File: src/rtl/sdc_wb_arbiter.sv
// Two-master classic Wishbone arbiter with round-robin grant and a per-strobe
// slave wait timeout that aborts the cycle and drains the stalled master.
module sdc_wb_arbiter #(
    parameter int AW      = 30,
    parameter int DW      = 32,
    parameter int TIMEOUT = 255
) (
    input  logic            aclk,
    input  logic            aresetn,
    input  logic            m0_cyc,
    input  logic            m0_stb,
    input  logic            m0_we,
    input  logic [AW-1:0]   m0_adr,
    input  logic [DW-1:0]   m0_dat_i,
    input  logic [DW/8-1:0] m0_sel,
    output logic            m0_ack,
    output logic            m0_err,
    output logic [DW-1:0]   m0_dat_o,
    input  logic            m1_cyc,
    input  logic            m1_stb,
    input  logic            m1_we,
    input  logic [AW-1:0]   m1_adr,
    input  logic [DW-1:0]   m1_dat_i,
    input  logic [DW/8-1:0] m1_sel,
    output logic            m1_ack,
    output logic            m1_err,
    output logic [DW-1:0]   m1_dat_o,
    output logic            s_cyc,
    output logic            s_stb,
    output logic            s_we,
    output logic [AW-1:0]   s_adr,
    output logic [DW-1:0]   s_dat_o,
    output logic [DW/8-1:0] s_sel,
    input  logic            s_ack,
    input  logic [DW-1:0]   s_dat_i,
    output logic            timeout_o
);
    localparam int CW = $clog2(TIMEOUT + 1);
    localparam logic [CW-1:0] TO_LAST = CW'(TIMEOUT - 1);

    typedef enum logic [2:0] {IDLE, GNT0, GNT1, ABORT, DRAIN} state_t;

    state_t        state_q, state_d;
    logic          last_q, last_d;   // last granted master; also the one aborted/drained
    logic [CW-1:0] cnt_q, cnt_d;
    logic          req0, req1, sel1;

    always_ff @(posedge aclk) begin
        if (!aresetn) begin
            state_q <= IDLE;
            last_q  <= 1'b1;
            cnt_q   <= '0;
        end else begin
            state_q <= state_d;
            last_q  <= last_d;
            cnt_q   <= cnt_d;
        end
    end

    always_comb begin
        state_d   = state_q;
        last_d    = last_q;
        cnt_d     = '0;
        s_cyc     = 1'b0;
        s_stb     = 1'b0;
        s_we      = 1'b0;
        s_adr     = '0;
        s_dat_o   = '0;
        s_sel     = '0;
        m0_ack    = 1'b0;
        m0_err    = 1'b0;
        m0_dat_o  = '0;
        m1_ack    = 1'b0;
        m1_err    = 1'b0;
        m1_dat_o  = '0;
        timeout_o = 1'b0;
        req0      = m0_cyc & m0_stb;
        req1      = m1_cyc & m1_stb;
        sel1      = (state_q == GNT1);

        case (state_q)
            IDLE: begin
                // Contention goes to whichever master was not granted last.
                if (req0 && (!req1 || last_q)) begin
                    state_d = GNT0;
                    last_d  = 1'b0;
                end else if (req1) begin
                    state_d = GNT1;
                    last_d  = 1'b1;
                end
            end
            GNT0, GNT1: begin
                s_cyc    = sel1 ? m1_cyc   : m0_cyc;
                s_stb    = sel1 ? m1_stb   : m0_stb;
                s_we     = sel1 ? m1_we    : m0_we;
                s_adr    = sel1 ? m1_adr   : m0_adr;
                s_dat_o  = sel1 ? m1_dat_i : m0_dat_i;
                s_sel    = sel1 ? m1_sel   : m0_sel;
                m0_ack   = !sel1 & s_ack;
                m1_ack   = sel1 & s_ack;
                m0_dat_o = sel1 ? '0 : s_dat_i;
                m1_dat_o = sel1 ? s_dat_i : '0;
                // An ack on the last allowed wait cycle still completes normally.
                if (!s_cyc) begin
                    state_d = IDLE;
                end else if (s_stb && !s_ack) begin
                    if (cnt_q == TO_LAST) state_d = ABORT;
                    else                  cnt_d   = cnt_q + 1'b1;
                end
            end
            ABORT: begin
                m0_err    = !last_q;
                m1_err    = last_q;
                timeout_o = 1'b1;
                state_d   = DRAIN;
            end
            DRAIN: begin
                if (!(last_q ? m1_cyc : m0_cyc)) state_d = IDLE;
            end
            default: state_d = IDLE;
        endcase
    end
endmodule

File: config.mk
export PLATFORM = sky130hd
export DESIGN_NAME = sdc_wb_arbiter
export DESIGN_NICKNAME = d
export VERILOG_FILES = /design/src/rtl/sdc_wb_arbiter.sv
export SDC_FILE = /design/constraint.sdc
export NUM_CORES = 1
export LEC_CHECK = 0
export CAP_MARGIN = 10
export CORE_AREA = 2 2 121 123
export DETAILED_ROUTE_END_ITERATION = 8
export DIE_AREA = 0 0 123 125
export GPL_ROUTABILITY_DRIVEN = 0
export PLACE_DENSITY_LB_ADDON = 0.1
export SLEW_MARGIN = 20
export SYNTH_ARGS = -nofsm -noshare
export SYNTH_HDL_FRONTEND = slang
export SYNTH_SLANG_ARGS = --single-unit
File: constraint.sdc
create_clock -name aclk -period 2.3 [get_ports aclk]
set_clock_uncertainty 0.1 [all_clocks]
set_input_delay 0.69 -clock aclk [delete_from_list [all_inputs] [get_ports aclk]]
set_output_delay 0.69 -clock aclk [all_outputs]
set_load 0.1 [all_outputs]
==> impl_metrics.json, run 1 <==
{
  "yosys.area.top_type_share_pct": 25.8,
  "wl_um": 14800,
  "die_w_um": 123,
  "postLayoutCoreUtil_pct": 58.8,
  "cp.required_ns": 1.51,
  "pin_count": 311,
  "clockRootBuffer": "clkbuf_16",
  "p_leak_nw": 3.24,
  "drive_above_1_share_pct": 52.6,
  "ff2ff_setup_slack_ns": 0.27,
  "drc": 0,
  "min_period_over_period_pct": 107,
  "cts_buffers": 3,
  "cellPowerDensity_nw_per_um2": 1540,
  "yosysSeqAreaShare_pct": 11.7,
  "clock_power_share_pct": 2.7,
  "sw_frac_of_total_pct": 62.0,
  "slew_headroom_pct": 68.4,
  "synth_largest_area_cell": "nand2_1",
  "finalHoldViolations": 0,
  "fin_ws_ns": -0.163,
  "preCtsSetupSlack_ns": -0.337,
  "comb_power_share_pct": 95.2,
  "antenna_found_initial": 0,
  "cap_violations": 0,
  "power.switching_w": 0.00800,
  "clk_latency_ns": 0.24,
  "critPathMaxFanout": 10,
  "tightest_slew_ns": 0.474,
  "path_clk_slew_ns": 0.04,
  "async_flop_share_pct": 0,
  "status": "complete, but fails checks",
  "synth_top_cells_by_count": "141 x nand2_1, 68 x a21oi_1, 66 x and2_1",
  "violations": "setup timing",
  "final_cells": 880,
  "synth_cell_types": 33,
  "fp.dieH_um": 125,
  "grtUsageTotal_pct": 17.3,
  "cp-end-kind": "output port",
  "synthCells": 376,
  "place_hpwl_um": 11600,
  "start_kind": "flip-flop",
  "ir_drop_v": 0.00103,
  "rows": 44,
  "ys_warn_count": 0,
  "ant_nets": 0,
  "diodes": 0,
  "cts_tree": "yes",
  "dp_cells": 863,
  "cts_max_level": 1,
  "synth-seq-cells": 12,
  "die-area_um2": 15400,
  "nNetsFinal": 872,
  "clock_path_buffers": 2,
  "firstDrtPassIters": 4,
  "grt_max_degree": 41,
  "hold_class": "reg -> reg",
  "synthFlopType": "dfxtp_1",
  "fmax_mhz": 406,
  "synth_edf_count": 0,
  "path_cells": "nor3b_4, buf_12, clkbuf_16, nand2_1, a21oi_4, buf_12",
  "grt_pass1_wl_um": 21400,
  "coreArea_um2": 14200,
  "grt_pass1_vias": 4056,
  "syn_nets": 551,
  "slew_viol_final": 0,
  "setup_viol": 134,
  "p_total_w": 0.0129,
  "path_common_cell": "buf_12",
  "critPathSlowestCell": "dfxtp_4",
  "crit_type": "reg -> out",
  "area_delta_synth_final_pct": 308,
  "period_minus_slack_ns": 2.46,
  "rsz0062_at_grt": "yes",
  "syn_area_per_cell_um2": 5.45,
  "wl_per_cell_um": 16.8,
  "arrival_ns": 1.67,
  "sequentialPowerShare_pct": 2.0,
  "portBuffers": 310,
  "cts_num_sinks": 12,
  "p_int_w": 0.00491,
  "grt-ovfl-total": 0,
  "yosysMostFrequentCell": "nand2_1",
  "start_util_pct": 14.4,
  "drtIter0Drc": 91,
  "cp_slowest_stage_delay_ns": 0.37,
  "synth_area_leaders": "nand2_1 26%, and2_1 20%, a21oi_1 17%",
  "syn_area_um2": 2050,
  "holdWs_ns": 0.358,
  "viasPerCell": 4.39,
  "vias": 3862
}
through the flow:
stage	cell area (µm²)	setup TNS, ns
2_1_floorplan	3030	-12.87
3_3_place_gp	7780	-6.06
3_5_place_dp	7780	-7.36
4_1_cts	7980	-15.93
5_1_grt	8360	-28.39
6_report	8360	-15.87
placed cells by master (no fill, tap or decap), types with 3 or more instances in the layout:
master           synthesis  layout
buf_4                    0      16
dfxtp_1                 12       9
nor2_1                  15      12
clkdlybuf4s50_1          0     167
xor2_1                   4       3
nand2_4                  0       9
nand2_2                  0      26
nand2_1                141     106
and2_2                   0       6
clkbuf_16                0       9
buf_6                    0       4
nand3_1                  5       5
dlygate4sd2_1            0       3
a21oi_4                  0      68
and2_4                   0      60
buf_12                   0     149
xnor2_1                  3       3
power groups by stage:
stage                     Combinational (W)  Clock (W)  Sequential, W
after floorplan                     0.00774          0       0.000251
after global placement               0.0117          0       0.000257
after detailed placement             0.0118          0       0.000259
after CTS                            0.0120   0.000357       0.000256
after global routing                 0.0127   0.000372       0.000268
final                                0.0123   0.000351       0.000263
cells by family (layout without fill, tap and decap cells):
group                    after synthesis  count (layout)  synth area share [%]
multiplexers                           2               2                  1.04
buffers and inverters                 34             354                  7.21
AO/OA/AOI/OAI                         78              78                  20.6
adder cells (fa/ha/maj)                2               2                  1.22
AND/OR/NAND/NOR                      241             241                  55.2
XOR/XNOR                               7               7                  2.99
flip-flops                            12              12                  11.7
per-layer routing:
metal	GRT usage (%)	routed length, µm	share of wire [%]
met1	17.3	4960	34
met2	34.8	8130	55
met3	6.11	1570	11
met4	1.67	106	0.72
met5	0	0	0
critical path, delay by kind of cell, from the launching register on:
kind            cells  cell delay [ns]
flops               1             0.37
compound gates      1             0.15
buf+inv             3             0.55
simple gates        2             0.36
what timing repair did:
action	CTS	global route
gates cloned	0	6
resized for setup	52	71
endpoints found under the hold margin	0	0
pin swaps	6	49
setup buffers	4	3
setup endpoints to repair	134	135
hold buffers	0	0
layout make-up:
cell class	count	area, µm²
inverters	3	15.0
flip-flops and latches	12	249
clock buffers	4	88.8
multi-input cells	330	2760
repair buffers	347	5020
fillers	1203	5850
well taps	184	230
sequential cells by signal (all words and copies together), names as in the netlist:
| name | cells |
|---|---|
| cnt_q | 8 |
| last_q | 1 |
| state_q | 3 |
path summary, 6_finish.rpt:
kind	start	end	cells past startpoint
worst max-delay path	state_q[1]	s_we	6
worst min-delay path	cnt_q[0]	cnt_q[0]	1
worst max register to register	state_q[1]	state_q[1]	7
worst min register to register	cnt_q[0]	cnt_q[0]	1
(Power assumes the default switching activity.)
==> run 2: changes to the inputs <==
- SLEW_MARGIN: 20 -> default
- TNS_END_PERCENT: default -> 100
==> results of run 2 <==
Same layout as run 1: the final DEF is identical, and so are final timing and power.
